File: src/rtl/cp0_pkg.sv
// Shared CP0 constants: register indices, exception codes, sequencer states.
// Imported by cp0_exc_ctrl and exc_prio_enc.
package cp0_pkg;

  localparam logic [4:0] CP0_BADVADDR = 5'd8;
  localparam logic [4:0] CP0_SR       = 5'd12;
  localparam logic [4:0] CP0_CAUSE    = 5'd13;
  localparam logic [4:0] CP0_EPC      = 5'd14;
  localparam logic [4:0] CP0_PRID     = 5'd15;

  localparam logic [4:0] EXC_INT  = 5'd0;
  localparam logic [4:0] EXC_ADEL = 5'd4;
  localparam logic [4:0] EXC_ADES = 5'd5;
  localparam logic [4:0] EXC_SYS  = 5'd8;
  localparam logic [4:0] EXC_RI   = 5'd10;
  localparam logic [4:0] EXC_OV   = 5'd12;

  typedef enum logic [2:0] {
    S_IDLE,
    S_W_EPC,
    S_W_SR,
    S_W_BADV,
    S_REDIR,
    S_E_SR,
    S_E_REDIR
  } state_t;

  function automatic logic is_addr_exc(
    input logic [4:0] code
  );
    return (code == EXC_ADEL) ||
           (code == EXC_ADES);
  endfunction

endpackage

File: src/rtl/exc_prio_enc.sv
// Fixed-priority exception encoder:
// flags + masked interrupt -> {valid, ExcCode}.
module exc_prio_enc
  import cp0_pkg::*;
(
  input  logic       i_adel,
  input  logic       i_ri,
  input  logic       i_ov,
  input  logic       i_sys,
  input  logic       i_ades,
  input  logic       i_int,
  output logic       o_valid,
  output logic [4:0] o_code
);

  // Highest-priority active source wins.
  always_comb begin
    o_valid = 1'b1;
    o_code  = EXC_INT;
    priority case (1'b1)
      i_adel:  o_code = EXC_ADEL;
      i_ri:    o_code = EXC_RI;
      i_ov:    o_code = EXC_OV;
      i_sys:   o_code = EXC_SYS;
      i_ades:  o_code = EXC_ADES;
      i_int:   o_code = EXC_INT;
      default: o_valid = 1'b0;
    endcase
  end

endmodule

File: src/rtl/cp0_exc_ctrl.sv
// CP0 port sequencer: MTC0/MFC0 pass-through, exception entry, ERET.
// Optional BadVAddr write step enabled by macro CP0_BADVADDR_EN.
module cp0_exc_ctrl
  import cp0_pkg::*;
#(
  parameter logic [31:0] EXC_VECTOR = 32'h0000_0180,
  parameter int          SR_EXL_BIT = 1,
  parameter int          SR_IE_BIT  = 0
) (
  input  logic        Clk,
  input  logic        Reset_n,
  input  logic [5:0]  IntReq,
  input  logic        ExcAdEL,
  input  logic        ExcRI,
  input  logic        ExcOv,
  input  logic        ExcSys,
  input  logic        ExcAdES,
  input  logic [31:0] ExcPC,
  input  logic [31:0] ExcBadAddr,
  input  logic        EretReq,
  input  logic        MtcReq,
  input  logic [4:0]  MtcIdx,
  input  logic [31:0] MtcData,
  input  logic [4:0]  MfcIdx,
  input  logic [31:0] CP0Rdata,
  input  logic [31:0] CP0Epc,
  output logic [4:0]  CP0Idx,
  output logic [31:0] CP0Din,
  output logic        CP0Wr,
  output logic        CP0Exc,
  output logic [4:0]  CP0Cause,
  output logic [31:0] MfcData,
  output logic        Busy,
  output logic        PcLoad,
  output logic [31:0] NewPC
);

  localparam logic [31:0] EXL_MASK = 32'd1 << SR_EXL_BIT;

  state_t      r_state;
  state_t      w_next;
  logic [4:0]  r_code;
  logic [31:0] r_pc;
  logic [31:0] r_sr;
`ifdef CP0_BADVADDR_EN
  logic [31:0] r_badv;
`else
  logic        w_unused_badv;
  assign w_unused_badv = ^ExcBadAddr;
`endif

  logic        w_int;
  logic        w_exc;
  logic [4:0]  w_code;
  logic        w_idle;
  logic        w_take;
  logic        w_unused_sr;

  logic [4:0]  w_idx;
  logic [31:0] w_din;
  logic        w_wr;
  logic        w_cexc;
  logic [4:0]  w_cause;
  logic        w_pcload;
  logic [31:0] w_newpc;

  assign w_int = (|(IntReq & r_sr[15:10])) &
                 r_sr[SR_IE_BIT] &
                 ~r_sr[SR_EXL_BIT];
  assign w_unused_sr = ^r_sr;

  exc_prio_enc u_prio (
    .i_adel  (ExcAdEL),
    .i_ri    (ExcRI),
    .i_ov    (ExcOv),
    .i_sys   (ExcSys),
    .i_ades  (ExcAdES),
    .i_int   (w_int),
    .o_valid (w_exc),
    .o_code  (w_code)
  );

  assign w_idle = (r_state == S_IDLE);
  assign w_take = w_idle & w_exc;

  // State register.
  always_ff @(posedge Clk or negedge Reset_n) begin
    if (!Reset_n) r_state <= S_IDLE;
    else          r_state <= w_next;
  end

  // Capture cause/PC on entry; track SR writes.
  always_ff @(posedge Clk or negedge Reset_n) begin
    if (!Reset_n) begin
      r_code <= '0;
      r_pc   <= '0;
      r_sr   <= '0;
`ifdef CP0_BADVADDR_EN
      r_badv <= '0;
`endif
    end else begin
      if (w_take) begin
        r_code <= w_code;
        r_pc   <= ExcPC;
`ifdef CP0_BADVADDR_EN
        r_badv <= ExcBadAddr;
`endif
      end
      if (w_wr && (w_idx == CP0_SR))
        r_sr <= w_din;
    end
  end

  // Next state and port decode.
  always_comb begin
    w_next   = r_state;
    w_idx    = '0;
    w_din    = '0;
    w_wr     = 1'b0;
    w_cexc   = 1'b0;
    w_cause  = '0;
    w_pcload = 1'b0;
    w_newpc  = '0;
    unique case (r_state)
      S_IDLE: begin
        w_idx = MtcReq ? MtcIdx : MfcIdx;
        w_din = MtcData;
        w_wr  = MtcReq & ~w_exc;
        if (w_exc)        w_next = S_W_EPC;
        else if (EretReq) w_next = S_E_SR;
      end
      S_W_EPC: begin
        w_idx   = CP0_EPC;
        w_din   = r_pc;
        w_wr    = 1'b1;
        w_cexc  = 1'b1;
        w_cause = r_code;
        w_next  = S_W_SR;
      end
      S_W_SR: begin
        w_idx  = CP0_SR;
        w_din  = CP0Rdata | EXL_MASK;
        w_wr   = 1'b1;
`ifdef CP0_BADVADDR_EN
        w_next = is_addr_exc(r_code) ?
                 S_W_BADV : S_REDIR;
`else
        w_next = S_REDIR;
`endif
      end
      S_W_BADV: begin
`ifdef CP0_BADVADDR_EN
        w_idx  = CP0_BADVADDR;
        w_din  = r_badv;
        w_wr   = 1'b1;
        w_next = S_REDIR;
`else
        w_next = S_IDLE;
`endif
      end
      S_REDIR: begin
        w_pcload = 1'b1;
        w_newpc  = EXC_VECTOR;
        w_next   = S_IDLE;
      end
      S_E_SR: begin
        w_idx  = CP0_SR;
        w_din  = CP0Rdata & ~EXL_MASK;
        w_wr   = 1'b1;
        w_next = S_E_REDIR;
      end
      S_E_REDIR: begin
        w_pcload = 1'b1;
        w_newpc  = CP0Epc;
        w_next   = S_IDLE;
      end
    endcase
  end

  // Reset forces the pass-through path quiet too.
  assign CP0Idx   = Reset_n ? w_idx    : '0;
  assign CP0Din   = Reset_n ? w_din    : '0;
  assign CP0Wr    = Reset_n & w_wr;
  assign CP0Exc   = Reset_n & w_cexc;
  assign CP0Cause = Reset_n ? w_cause  : '0;
  assign MfcData  = Reset_n ? CP0Rdata : '0;
  assign Busy     = Reset_n & ~w_idle;
  assign PcLoad   = Reset_n & w_pcload;
  assign NewPC    = Reset_n ? w_newpc  : '0;

endmodule

File: config.mk
export PLATFORM = sky130hd
export DESIGN_NAME = cp0_exc_ctrl
export DESIGN_NICKNAME = d
export VERILOG_FILES = /design/src/rtl/cp0_pkg.sv /design/src/rtl/exc_prio_enc.sv /design/src/rtl/cp0_exc_ctrl.sv
export SDC_FILE = /design/constraint.sdc
export NUM_CORES = 1
export LEC_CHECK = 0
export CORE_AREA = 2 2 114 116
export CTS_BUF_LIST = sky130_fd_sc_hd__clkbuf_4
export CTS_CLUSTER_DIAMETER = 30
export DETAILED_ROUTE_END_ITERATION = 12
export DIE_AREA = 0 0 116 118
export DONT_BUFFER_PORTS = 1
export PLACE_DENSITY = 0.48
export SETUP_SLACK_MARGIN = 0.3
export SLEW_MARGIN = 20
export SYNTH_ARGS = -nofsm -noshare
export SYNTH_HDL_FRONTEND = slang
export SYNTH_SLANG_ARGS = --single-unit
export TNS_END_PERCENT = 5
File: constraint.sdc
create_clock -name Clk -period 2.15 [get_ports Clk]
set_input_delay 0.215 -clock Clk [delete_from_list [all_inputs] [get_ports Clk]]
set_output_delay 0.215 -clock Clk [all_outputs]
set_load 0.01 [all_outputs]
==> results_dict.tcl <==
set metrics [dict create \
    path_buf_inv 2 \
    run_status "complete, but fails checks" \
    grt_max_degree 48 \
    ir_worst_vdd_mv 0.444 \
    period_minus_slack_ps 2210 \
    endpoint_kind "output pin" \
    fin_util_pct 41.3 \
    grt_antenna_before_repair 1 \
    critPathTopFamily "flip-flops" \
    crit_fanout 14 \
    rsz0062_at_grt "yes" \
    dr.pass1.iters 4 \
    insertion_delay_ps 390 \
    report.final.setup_viol 11 \
    clk_path_buf_depth 2 \
    cts_htree_levels 2 \
    gp_congestion 0.818 \
    syn_avg_cell_area_um2 8.57 \
    syn_to_final_growth_pct 38.9 \
    crit_top_cell "nor2_1" \
    fin_total_pwr_w 0.00700 \
    p_clk_share_pct 8.0 \
    grt_use_total_pct 19.4 \
    seqPwrFrac_pct 23.0 \
    r2r_start "r_state[2]" \
    grt_pass1_wl_um 20300 \
    viasPerCell 5.23 \
    intPower_w 0.00405 \
    clockRootBuffer "clkbuf_4" \
    vias 3570 \
    fmax_mhz 453 \
    met1_usage_pct 22.8 \
    ys_ff_latch 47 \
    crit_slowest_cell "dfrtp_2" \
    synth_cell_types 39 \
    die_area_um2 13700 \
    synth_area_leaders "dfrtp_1 32%, mux2_2 19%, and2_1 11%" \
    drv_slew 0 \
    worst-r2r-cell-count 7 \
    synth.largest_area_cell "dfrtp_1" \
    synth.cell_area_um2 3690 \
    power.switching_w 0.00295 \
    start_util_pct 29.8 \
    dieHeight_um 118 \
    finalHoldViolations 0 \
    drv_cap 0 \
    finalWorstSetupSlack_ps -59.7 \
    clk_pin_slew_worst_paths_ps 150 \
    comb_power_share_pct 69.0 \
    swShare_pct 42.1 \
    postRouteWirelength_um 13800 \
    synth_flop_cell "dfrtp_1" \
    busiest_layer "met2" \
    hp-start "CP0Rdata[11]" \
    coreArea_um2 12400 \
    nets 693 \
    period_share_pct 103 \
    synth_edf_count 0 \
    reg2reg_slack_ps 50 \
    ant_nets 0 \
    required_ps 1930 \
    finalClockSkew_ps 26.0 \
    synth_nets 616 \
    critical_path_class "flop to output pin" \
    hold_depth 2 \
    crit_chain "buf_12 -> mux2_2 -> a22oi_2 -> nor2_1 -> a21oi_2 -> nor2_1 -> buf_4" \
    numPortBuffers 0 \
    critical_path_arrival_ps 1990 \
    violations "setup timing" \
    hold_end "r_sr[11]" \
    start_kind "flop" \
    grt_use_met2_pct 35.2 \
    powerDensity_nw_per_um2 1360 \
    grt-ovfl-total 0 \
    cts_sinks 47 \
    rr_endpoint "r_sr[1]" \
    synth_top_area_share_pct 31.8 \
    power.leakage_nw 2.20 \
    drc 0 \
    first_iter_violations 148 \
    fp.dieW_um 116 \
    slowest_delay_ps 490 \
    synthTopCellsByCount "72 x nor2_1, 66 x and2_1, 63 x mux2_2" \
    numCtsBuffers 5 \
    io_pins 295 \
    cts_tree "built" \
    fp-row-count 41 \
    num-fill-cells 1240 \
    avgRoutedWirePerCell_um 20.3 \
    ys_warn_count 0 \
    syn_inst 431 \
    grt_pass1_vias 3666 \
    drive_above_1_share_pct 37.7 \
    yosysMostFrequentCell "nor2_1" \
    grt_use_met3_pct 4.17 \
    synthArstFlopShare_pct 100 \
    yosysSeqAreaShare_pct 31.8 \
    hold_class "primary input to flop" \
    hpwl_um 9870 \
]
metal layers:
layer	vias to the layer above	wire, µm
li1	1648	-
met1	1730	5360
met2	182	7280
met5	-	0
met4	0	167
met3	10	1020
cell type report:
type	instances	area [µm²]	share of cell area, %
multi-input cells	341	2590	50.5
flip-flops and latches	47	1180	23.0
repair buffers	108	1050	20.4
well taps	172	215	4.19
clock inverters	3	38.8	0.756
clock buffers	5	37.5	0.732
inverters	5	18.8	0.366
diodes	1	2.50	0.0488
per-stage QoR:
step | hold WS, ps | instance area (µm²) | cells | setup WS, ps | setup TNS (ps)
2_1_floorplan | -80.6 | 3700 | 431 | 199 | 0
3_3_place_gp | -78.9 | 4220 | 623 | 127 | 0
3_5_place_dp | -78.9 | 4220 | 623 | 85.4 | 0
4_1_cts | 14.1 | 4920 | 679 | -92.1 | -1600
5_1_grt | 15.4 | 5130 | 682 | -213 | -5970
6_report | 40.6 | 5130 | 682 | -59.7 | -301
how the worst max path moves through the flow:
stage	startpoint	slack (ps)	cells past startpoint	to
finish	r_state[2]	-60	7	CP0Din[14]
global route	r_state[2]	-210	7	CP0Din[6]
CTS	r_state[2]	-90	8	CP0Din[0]
detailed placement	r_sr[12]	90	6	r_sr[14]
global placement	r_sr[12]	130	5	r_sr[1]
floorplan	r_state[0]	200	7	r_sr[1]
cell usage in the layout, fill, tap and decap left out, types with 3 or more instances in the layout:
master	Yosys	routed
o21ai_0	9	7
buf_6	1	9
nor2_1	72	68
nor3_1	3	3
buf_8	0	3
and2_4	0	4
mux2i_1	5	5
a21oi_1	37	27
a22oi_2	0	12
inv_1	5	5
buf_4	2	53
buf_12	0	4
nand3_1	4	4
o31ai_1	9	9
and2_1	66	61
a21oi_2	0	10
mux2_4	1	19
a22oi_1	34	22
dfrtp_1	47	44
dlygate4sd3_1	0	37
nand2_1	11	9
clkbuf_4	0	5
mux2_2	63	45
dfrtp_2	0	3
registers in the layout (all words and copies together) (netlist names):
| register | cells |
|---|---|
| r_code | 4 |
| r_pc | 32 |
| r_sr | 8 |
| r_state | 3 |
what timing repair did:
item / 4_1_cts / 5_1_grt
endpoints found under the hold margin: 83 / 0
pin swaps: 2 / 4
gates cloned: 2 / 0
setup buffers: 8 / 2
hold buffers: 38 / 0
gates resized for setup: 38 / 52
setup endpoints to repair: 114 / 116
kinds of logic (layout without fill, tap and decap cells):
family	count (synthesis)	count (layout)	share of synthesized area, %
compound gates	97	97	17.2
buf+inv	43	121	5.21
flops	47	47	31.8
mux	69	69	21.0
other cells	1	2	0.101
simple gates	174	174	24.7
power groups by stage:
stage                     Sequential (W)  Clock (W)  Combinational (W)
after floorplan                  0.00147          0            0.00281
after global placement           0.00160          0            0.00390
after detailed placement         0.00161          0            0.00396
after CTS                        0.00159   0.000585            0.00444
after global routing             0.00167   0.000617            0.00525
final                            0.00161   0.000558            0.00483
Note: power is estimated with default switching activity, not from simulation.
